==> config.mk <==
export PLATFORM = sky130hd
export DESIGN_NAME = minutnik_odliczanie_flat
export DESIGN_NICKNAME = d
export VERILOG_FILES = /design/src/rtl/minutnik_odliczanie_if.sv /design/src/rtl/minutnik_odliczanie.sv /design/src/flat_wrapper.sv
export SDC_FILE = /design/constraint.sdc
export NUM_CORES = 1
export LEC_CHECK = 0
export ABC_CLOCK_PERIOD_IN_PS = 4700
export CAP_MARGIN = 20
export CORE_UTILIZATION = 57
export CTS_BUF_LIST = sky130_fd_sc_hd__clkbuf_4 sky130_fd_sc_hd__clkbuf_8
export CTS_CLUSTER_DIAMETER = 150
export CTS_CLUSTER_SIZE = 12
export DETAILED_ROUTE_END_ITERATION = 16
export GPL_ROUTABILITY_DRIVEN = 0
export PLACE_DENSITY = 0.82
export SYNTH_ARGS = -nofsm -noshare
export SYNTH_HDL_FRONTEND = slang
export SYNTH_SLANG_ARGS = --single-unit
==> constraint.sdc <==
create_clock -name i_CLK -period 4.7 [get_ports i_CLK]
set_clock_uncertainty 0.15 [all_clocks]
set_input_delay 0.47 -clock i_CLK [delete_from_list [all_inputs] [get_ports i_CLK]]
set_output_delay 0.47 -clock i_CLK [all_outputs]
set_load 0.05 [all_outputs]
==> src/rtl/minutnik_odliczanie_if.sv <==
// rtl/minutnik_odliczanie_if.sv - button inputs and display outputs of the countdown timer
interface minutnik_odliczanie_if;
  logic        i_Start;
  logic        i_Min;
  logic        i_Sek;
  logic        i_Kasuj;
  logic [12:0] o_Czas;
  logic        o_Alarm;
  logic [1:0]  o_Stan;

  modport master (
    output i_Start, i_Min, i_Sek, i_Kasuj,
    input  o_Czas, o_Alarm, o_Stan
  );

  modport slave (
    input  i_Start, i_Min, i_Sek, i_Kasuj,
    output o_Czas, o_Alarm, o_Stan
  );
endinterface

==> src/rtl/minutnik_odliczanie.sv <==
// rtl/minutnik_odliczanie.sv - kitchen countdown timer producing seconds for an MM:SS display
// MINUTNIK_AUTOREPEAT_EN: held Min/Sek in SET auto-repeat after CLK_HZ cycles, then every CLK_HZ/4.
module minutnik_odliczanie #(
  parameter int CLK_HZ   = 100000000,
  parameter int CZAS_MAX = 5999,
  parameter int ALARM_S  = 10
) (
  input  logic                 i_CLK,
  input  logic                 i_RST_N,
  minutnik_odliczanie_if.slave bus
);

  localparam int PW = (CLK_HZ > 1) ? $clog2(CLK_HZ) : 1;
  localparam int AW = $clog2(ALARM_S + 1);
  localparam logic [PW-1:0] PRESC_LAST = PW'(CLK_HZ - 1);
  localparam logic [12:0]   MAX13      = 13'(CZAS_MAX);

  typedef enum logic [1:0] {SET = 2'b00, RUN = 2'b01, PAUSE = 2'b10, ALARM = 2'b11} stan_t;

  stan_t         stan_q, stan_d;
  logic [12:0]   czas_q, czas_d;
  logic [PW-1:0] presc_q, presc_d;
  logic [AW-1:0] alarm_q, alarm_d;
  logic [3:0]    sync1, sync2, dly;
  logic [3:0]    pulse, cmd;
  logic          tick;
  logic          do_kasuj, do_start, do_min, do_sek;

  // bit order everywhere: {Kasuj, Start, Min, Sek}
  assign pulse = sync2 & ~dly;

`ifdef MINUTNIK_AUTOREPEAT_EN
  localparam int RPT = (CLK_HZ / 4 > 0) ? CLK_HZ / 4 : 1;
  localparam int HW  = $clog2(CLK_HZ + 1);
  localparam logic [HW-1:0] HOLD_FIRST  = HW'(CLK_HZ);
  localparam logic [HW-1:0] HOLD_RELOAD = HW'(CLK_HZ - RPT);

  logic [HW-1:0] hold_q [2];
  logic [1:0]    rpt;

  always_comb begin
    rpt = '0;
    for (int i = 0; i < 2; i++)
      rpt[i] = (stan_q == SET) && sync2[i] && (hold_q[i] == HOLD_FIRST);
  end

  always_ff @(posedge i_CLK or negedge i_RST_N) begin
    if (!i_RST_N) begin
      hold_q[0] <= '0;
      hold_q[1] <= '0;
    end else begin
      for (int i = 0; i < 2; i++) begin
        if (stan_q == SET && sync2[i])
          hold_q[i] <= rpt[i] ? HOLD_RELOAD : hold_q[i] + 1'b1;
        else
          hold_q[i] <= '0;
      end
    end
  end

  assign cmd = {pulse[3:2], pulse[1:0] | rpt};
`else
  assign cmd = pulse;
`endif

  assign do_kasuj = cmd[3];
  assign do_start = cmd[2] & ~cmd[3];
  assign do_min   = cmd[1] & ~|cmd[3:2];
  assign do_sek   = cmd[0] & ~|cmd[3:1];
  assign tick     = (stan_q == RUN || stan_q == ALARM) && (presc_q == PRESC_LAST);

  always_ff @(posedge i_CLK or negedge i_RST_N) begin
    if (!i_RST_N) begin
      sync1   <= '0;
      sync2   <= '0;
      dly     <= '0;
      stan_q  <= SET;
      czas_q  <= '0;
      presc_q <= '0;
      alarm_q <= '0;
    end else begin
      sync1   <= {bus.i_Kasuj, bus.i_Start, bus.i_Min, bus.i_Sek};
      sync2   <= sync1;
      dly     <= sync2;
      stan_q  <= stan_d;
      czas_q  <= czas_d;
      presc_q <= presc_d;
      alarm_q <= alarm_d;
    end
  end

  always_comb begin
    stan_d  = stan_q;
    czas_d  = czas_q;
    presc_d = presc_q;
    alarm_d = alarm_q;
    if (stan_q == RUN || stan_q == ALARM)
      presc_d = tick ? '0 : presc_q + 1'b1;
    case (stan_q)
      SET: begin
        if (do_kasuj) begin
          czas_d = '0;
        end else if (do_start) begin
          if (czas_q != 13'd0) begin
            stan_d  = RUN;
            presc_d = '0;
          end
        end else if (do_min) begin
          czas_d = (czas_q + 13'd60 > MAX13) ? czas_q - 13'd5940 : czas_q + 13'd60;
        end else if (do_sek) begin
          czas_d = (czas_q % 13'd60 == 13'd59) ? czas_q - 13'd59 : czas_q + 13'd1;
        end
      end
      RUN: begin
        if (tick && czas_q != 13'd0)
          czas_d = czas_q - 13'd1;
        if (do_kasuj) begin
          stan_d  = SET;
          czas_d  = '0;
          presc_d = '0;
        end else if (tick && czas_q == 13'd1) begin
          stan_d  = ALARM;
          alarm_d = AW'(ALARM_S);
          presc_d = '0;
        end else if (do_start) begin
          stan_d = PAUSE;
        end
      end
      PAUSE: begin
        if (do_kasuj) begin
          stan_d  = SET;
          czas_d  = '0;
          presc_d = '0;
        end else if (do_start) begin
          stan_d = RUN;
        end
      end
      ALARM: begin
        czas_d = '0;
        if (do_kasuj || do_start) begin
          stan_d = SET;
        end else if (tick) begin
          alarm_d = alarm_q - 1'b1;
          if (alarm_q == AW'(1))
            stan_d = SET;
        end
      end
      default: stan_d = SET;
    endcase
  end

  always_comb begin
    bus.o_Czas  = czas_q;
    bus.o_Stan  = stan_q;
    bus.o_Alarm = (stan_q == ALARM);
  end

endmodule

==> src/flat_wrapper.sv <==
// flat-port wrapper written by rule: the top's interface ports become plain ports
module minutnik_odliczanie_flat 
#(
  parameter int CLK_HZ   = 100000000,
  parameter int CZAS_MAX = 5999,
  parameter int ALARM_S  = 10
)
  (i_CLK, i_RST_N, bus_i_Start, bus_i_Min, bus_i_Sek, bus_i_Kasuj, bus_o_Czas, bus_o_Alarm, bus_o_Stan);
  minutnik_odliczanie_if bus_i ();
  input  logic i_CLK;
  input  logic i_RST_N;
  input wire logic [$bits(bus_i.i_Start)-1:0] bus_i_Start;
  input wire logic [$bits(bus_i.i_Min)-1:0] bus_i_Min;
  input wire logic [$bits(bus_i.i_Sek)-1:0] bus_i_Sek;
  input wire logic [$bits(bus_i.i_Kasuj)-1:0] bus_i_Kasuj;
  output wire logic [$bits(bus_i.o_Czas)-1:0] bus_o_Czas;
  output wire logic [$bits(bus_i.o_Alarm)-1:0] bus_o_Alarm;
  output wire logic [$bits(bus_i.o_Stan)-1:0] bus_o_Stan;
  assign bus_i.i_Start = bus_i_Start;
  assign bus_i.i_Min = bus_i_Min;
  assign bus_i.i_Sek = bus_i_Sek;
  assign bus_i.i_Kasuj = bus_i_Kasuj;
  assign bus_o_Czas = bus_i.o_Czas;
  assign bus_o_Alarm = bus_i.o_Alarm;
  assign bus_o_Stan = bus_i.o_Stan;
  minutnik_odliczanie #(.CLK_HZ(CLK_HZ), .CZAS_MAX(CZAS_MAX), .ALARM_S(ALARM_S)) u_core (.i_CLK(i_CLK), .i_RST_N(i_RST_N), .bus(bus_i));
endmodule
Word-level counts from Yosys, hierarchy flattened

Index checks and enable logic that the tools add are counted.

Register bits: 58
Logic and storage cells: 95
ROM bits: 0
Output and inout port bits: 16
Memories: 0
Bits in latches: 0
Bits in writable memories: 0
Bits of input ports: 6

Div/mod/pow operators: 1
Mux-type cells: 36
Bitwise operators: 6
$mul: 0
Reduce and logical (&&, ||, !) cells: 15
Add/sub/neg operators: 7
$lt $le $gt $ge: 1
Shift-type cells: 0
Equal/unequal tests: 22

Operators by type and width:

| cell                                                  | count |
|---|---|
| 2-to-1 mux 27 bit                                     | 8 |
| 2-to-1 mux 13 bit                                     | 9 |
| one-hot mux 27 bit (3 select lines)                   | 1 |
| one-hot mux 13 bit (4 select lines)                   | 1 |
| adder 27 x 1 -> 27 bit, second input constant         | 1 |
| equality test 27 bit, second input constant           | 1 |
| 2-to-1 mux 2 bit                                      | 11 |
| 2-to-1 mux 4 bit                                      | 4 |
| adder 13 x 1 -> 13 bit, second input constant         | 1 |
| adder 13 x 6 -> 13 bit, second input constant         | 1 |
| equality test 13 x 1 -> 1 bit, second input constant  | 1 |
| equality test 13 x 6 -> 1 bit, second input constant  | 1 |
| greater-than comparator 13 bit, second input constant | 1 |
| modulo 13 x 6 -> 13 bit, second input constant        | 1 |
| nonzero test 13 bit                                   | 1 |
| subtractor 13 x 1 -> 13 bit, second input constant    | 1 |
| subtractor 13 bit, second input constant              | 1 |
| subtractor 13 x 6 -> 13 bit, second input constant    | 1 |
| inequality test 3 x 1 -> 1 bit, second input constant | 3 |
| inequality test 2 x 1 -> 1 bit, second input constant | 4 |
| inequality test 2 bit, second input constant          | 4 |
| one-hot mux 2 bit (4 select lines)                    | 1 |
| one-hot mux 4 bit (2 select lines)                    | 1 |
| AND reduction 7 bit                                   | 1 |
| other kinds (20)                                      | 28 |

Depth between registers and ports, before layout

Depth after elaboration: 10
Gate-level depth with buffers: 24
Depth with buffers taken out: 22

Worst setup path before layout

No wires, ideal clock.

Kind: reg-to-reg
Start: reg u_core.czas_q[10] (netlist: u_core.bus.o_Czas[10])
End: reg u_core.czas_q[12] (netlist: u_core.bus.o_Czas[12])
Arrival time: 5249 ps
Required time: 4466 ps
Clock period less this slack: 5482 ps
Cell stages (with the launch flop): 25
Path buffers: 2
Setup slack: -782 ps
Library setup time: 84 ps
Cell sequence: dfrtp_1 > buf_2 > clkbuf_1 > nor2_1 > a2111oi_0 > o31a_1 > a21oi_1 > and4b_4 > a221o_1 > o211ai_2 > xnor2_1 > a2111o_1 > and3_1 > ha_1 > a21oi_1 > nor2_1 > a21o_1 > a21oi_1 > o21bai_1 > a21oi_1 > o21bai_1 > a21oi_1 > xor2_1 > nand4_1 > a41oi_2

Longest elaborated chain between the ends: 8
Elaborated cells between the ends (all ways): 21
Classes of those cells: 5 x add/sub; 1 x div; 1 x order compare; 2 x eq/ne; 9 x mux; 3 x reduce/logical

Ends and longest elaborated chain:

| element                             | line                       | text |
|---|---|---|
| from (decl)                         | minutnik_odliczanie.sv:21  | `logic [12:0] czas_q, czas_d;` |
| from (signal assigned)              | minutnik_odliczanie.sv:86  | `czas_q <= czas_d;` |
| modulo 13 x 6 -> 13 bit             | minutnik_odliczanie.sv:111 | `czas_d = (czas_q % 13'd60 == 13'd59) ? czas_q - 13'd59 : czas_q + 13'd1;` |
| equality test 13 x 6 -> 1 bit       | minutnik_odliczanie.sv:111 |  |
| 2-to-1 mux 13 bit                   | minutnik_odliczanie.sv:111 |  |
| 2-to-1 mux 13 bit                   | minutnik_odliczanie.sv:110 | `end else if (do_sek) begin` |
| 2-to-1 mux 13 bit                   | minutnik_odliczanie.sv:108 | `end else if (do_min) begin` |
| 2-to-1 mux 13 bit                   | minutnik_odliczanie.sv:103 | `end else if (do_start) begin` |
| 2-to-1 mux 13 bit                   | minutnik_odliczanie.sv:101 | `if (do_kasuj) begin` |
| one-hot mux 13 bit (4 select lines) | minutnik_odliczanie.sv:99  | `case (stan_q)` |

Parallel ways exist; a longest one is shown, timed or not. The select of a mux whose other input is x is not followed.
A chain may end at the register's enable or synchronous reset.

Worst setup path after layout

Start: reg u_core.czas_q[8] (netlist: u_core.bus.o_Czas[8])
End: reg u_core.czas_q[11] (netlist: u_core.bus.o_Czas[11])

Same word-level chain as after synthesis.

==> results.md <==
- Power Dens Cells: ~620 nW/µm²
- Die width: between 90 and 100 µm
- CTS Root Buffer Type: clkbuf_8
- Fin crit period: around 5.4 ns
- Nets: roughly 710
- WP data required: approximately 4.8 ns
- H-tree levels: 3
- Num CTS Buffers: 9
- Largest net degree at the start of global routing: 59
- Critical Path AT: approximately 5.5 ns
- R2R Setup Slk: -0.69 ns
- Largest delay share family, worst path: compound AO/OA/AOI/OAI gates
- FF-to-FF End: u_core.bus.o_Czas[11]
- Area leader, netlist: dfrtp_1
- Worst-path clk slew: approximately 0.07 ns
- Max Cap Viol: 0
- Synth top area share: 31.1%
- Diode count: 0
- Total GRT Usage: 36.7%
- Fill count: between 400 and 500
- Clock latency on the worst-skew pair: ~0.35 ns
- Final worst slack: -0.687 ns
- CP max-delay cell: dfrtp_2
- DIE AREA: ~8600 µm²
- CP cell instances: buf_4, xor2_1, and4_2, o211ai_1, a41o_1, and4b_4, a221o_1, o211ai_2, xnor2_2, a2111o_1, and3_4, ha_4, buf_4, a31o_4, a31oi_4, o21bai_4, a21oi_2, o21bai_1, a21oi_2, xor2_1, o21ai_1, nand3_1, o311ai_2
- FF/Latch Area: ~1500 µm²
- Status: complete, but fails checks
- VDD IR max: between 0.4 and 0.5 mV
- I/O pin count: 22
- CTS tree: done
- Layout area overhead: 36.1%
- Die Y: just over 90 µm
- Synthesis-stage register bit count: between 50 and 60
- Final setup violation count: 8
- Port bufs: 21
- Pins Over Slew Limit: 0
- CP max FO: 6
- Fmax: about 190 MHz
- Mean Syn Cell Area: 8.02 µm²
- Cell count after placement: about 750
- Fin cells: between 700 and 800
- Mapped Cells: 582
- CP endpoint kind: flip-flop
- CORE AREA: 7810 µm²
- WL final: 16,000 µm
- Synth Flop Type: dfrtp_1
- Final period util: 115%
- Rel. slew slack: 46.1%
- Syn Std Cell Area: between 4000 and 5000 µm²
- Total gr overflow: 0
- Max clock buf depth: 2
- Via count: 5,383
- Initial DRC Count: 725
- Final hold violations: 0
- First-pass DRT Iterations: 6
- Reg2reg path depth: 23
- Vias in the first global route: 5,290
- Initial antenna violation count: 0
- Worst-Margin Slew: 0.802 ns
- Synth area leaders: dfrtp_1 (31%), o21ai_0 (5.1%), nor2_1 (4.7%)
- Post-Synthesis Net Count: between 600 and 700
- Setup_tns: -3.24 ns
- Async set-or-reset flop fraction in the synthesized netlist: 100%
- Post-synth EDFFs: 0
- Worst path max stage delay: between 0.4 and 0.5 ns
- Worst path bufs/invs: 2
- RSZ-0062 raised after global routing: yes
- Layout cells sized above 1: approximately 30%
- Worst Hold Class: in -> async
- Post-synthesis sequential area ratio: 31.1%
- Synth warn: 0
- Post-DR vias/cell: approximately 6.8
- CTS Hold Buffers Added: 0
- Post-DRT Antenna Nets: 0
- Commonest non-fill, non-tap cells in the layout: buf_4 (95), nor2_1 (56), nand2_1 (54), dfrtp_1 (51), o21ai_0 (32)
- Area of the multi-input gates: 3480 µm²
- Synth cell types: 76
- WS Path Type: reg -> reg
- Pleak: approximately 2.6 nW
- Commonest non-fill, non-tap cell in the layout: buf_4
- Detailed-placement wirelength estimate: 9550 µm
- Initial core utilization: about 60%
- R2r startpoint: u_core.bus.o_Czas[8]
- Violated checks: negative setup slack
- Routed wire per std cell: approximately 20 µm
- Startpoint Class: flip-flop
- Num rows: 32
- CTS Sinks: just under 60
- Global-route wire length before repair: 24,800 µm
- DRC viols: 0
routing by layer:
layer	part of all wire, %	global-route usage (%)	up-vias
li1	-	-	2331
met1	36	42.9	2537
met2	50	63.0	404
met3	8.3	6.16	111
met4	5.5	21.6	0
met5	0	0	-
power by group:
part / internal [mW] / switching, mW
clock: 0.278 / 0.201
sequential: 0.568 / 0.168
combinational: 1.16 / 1.55
cell type report:
type,count,share of cell area (%)
tap,102,2.01
clock buffer,12,2.50
timing repair buffer,125,16.0
sequential,58,23.0
clock inverter,4,0.788
inverter,15,0.886
multi-input combinational,475,54.8
registers in the layout (all words and copies together), names as in the netlist:
register,flops
u_core.bus.o_Czas,13
u_core.sync2,4
u_core.alarm_q,4
u_core.bus.o_Stan,2
u_core.sync1,4
u_core.presc_q,27
u_core.dly,4
worst reg2reg max path, delay by kind of cell (launching register included):
kind / cells / cell delay, ns
adder cells (fa/ha/maj): 1 / 0.24
flip-flops: 1 / 0.45
XOR/XNOR: 3 / 0.63
AND/OR/NAND/NOR: 4 / 0.90
AO/OA/AOI/OAI: 13 / 2.58
buffers and inverters: 2 / 0.29
how the worst max path moves through the flow:
stage                     slack [ns]  cells past startpoint                  start                    end
after global routing           -0.96                     25   u_core.bus.o_Czas[8]  u_core.bus.o_Czas[11]
after floorplan                -0.25                     23  u_core.bus.o_Czas[12]  u_core.bus.o_Czas[12]
after detailed placement       -0.43                     22   u_core.bus.o_Czas[8]  u_core.bus.o_Czas[12]
after CTS                      -0.26                     22   u_core.bus.o_Czas[8]  u_core.bus.o_Czas[12]
final                          -0.69                     23   u_core.bus.o_Czas[8]  u_core.bus.o_Czas[11]
after global placement         -0.19                     24  u_core.bus.o_Czas[12]  u_core.bus.o_Czas[12]
what timing repair did:
action | CTS | global route
setup buffers | 20 | 10
setup endpoints to repair | 5 | 9
resized for setup | 43 | 56
pin swaps | 12 | 40
stage by stage:
| step | setup slack, ns | instance area [µm²] | total power, mW | utilization [%] | hold WS (ns) |
|---|---|---|---|---|---|
| final | -0.687 | 6350 | 3.93 | 81.4 | 0.113 |
| after global placement | -0.188 | 5480 | 2.79 | 70.1 | 0.182 |
| after floorplan | -0.250 | 4750 | 2.09 | - | 0.0244 |
| after global routing | -0.962 | 6350 | 4.12 | 81.4 | 0.166 |
| after CTS | -0.264 | 6050 | 3.56 | 77.5 | 0.140 |
| after detailed placement | -0.426 | 5480 | 2.85 | 70.1 | 0.186 |
cell families (layout without fill, tap and decap cells):
family | after synthesis | in the layout | synth area share (%)
and+or+nand+nor | 234 | 234 | 25.2
AOI/OAI and AO/OA | 170 | 170 | 24.3
DFF | 58 | 58 | 31.1
buffers and inverters | 49 | 156 | 4.47
xor gates and xnor gates | 44 | 44 | 8.25
adders and majority gates | 17 | 17 | 4.45
muxes | 10 | 10 | 2.25
cells in the mapped netlist, types with 3 or more instances:
cell type,number
a211oi_1,7
a21boi_0,3
a21o_1,4
a21oi_1,32
a22o_1,4
a22oi_1,5
a311oi_1,4
a31oi_1,5
and2_1,6
and3_1,10
buf_2,5
clkbuf_1,24
dfrtp_1,58
ha_1,15
inv_1,14
mux2i_1,9
nand2_1,55
nand2b_1,6
nand3_1,22
nand4_1,15
nor2_1,59
nor2b_1,6
nor3_1,22
nor4_1,5
o211ai_1,8
o21a_1,5
o21ai_0,48
o21bai_1,5
o221ai_1,5
o22ai_1,5
o31a_1,3
o32ai_1,3
or2_2,5
or3_1,5
xnor2_1,21
xor2_1,23
No activity file was read; power rests on OpenSTA's default activity.
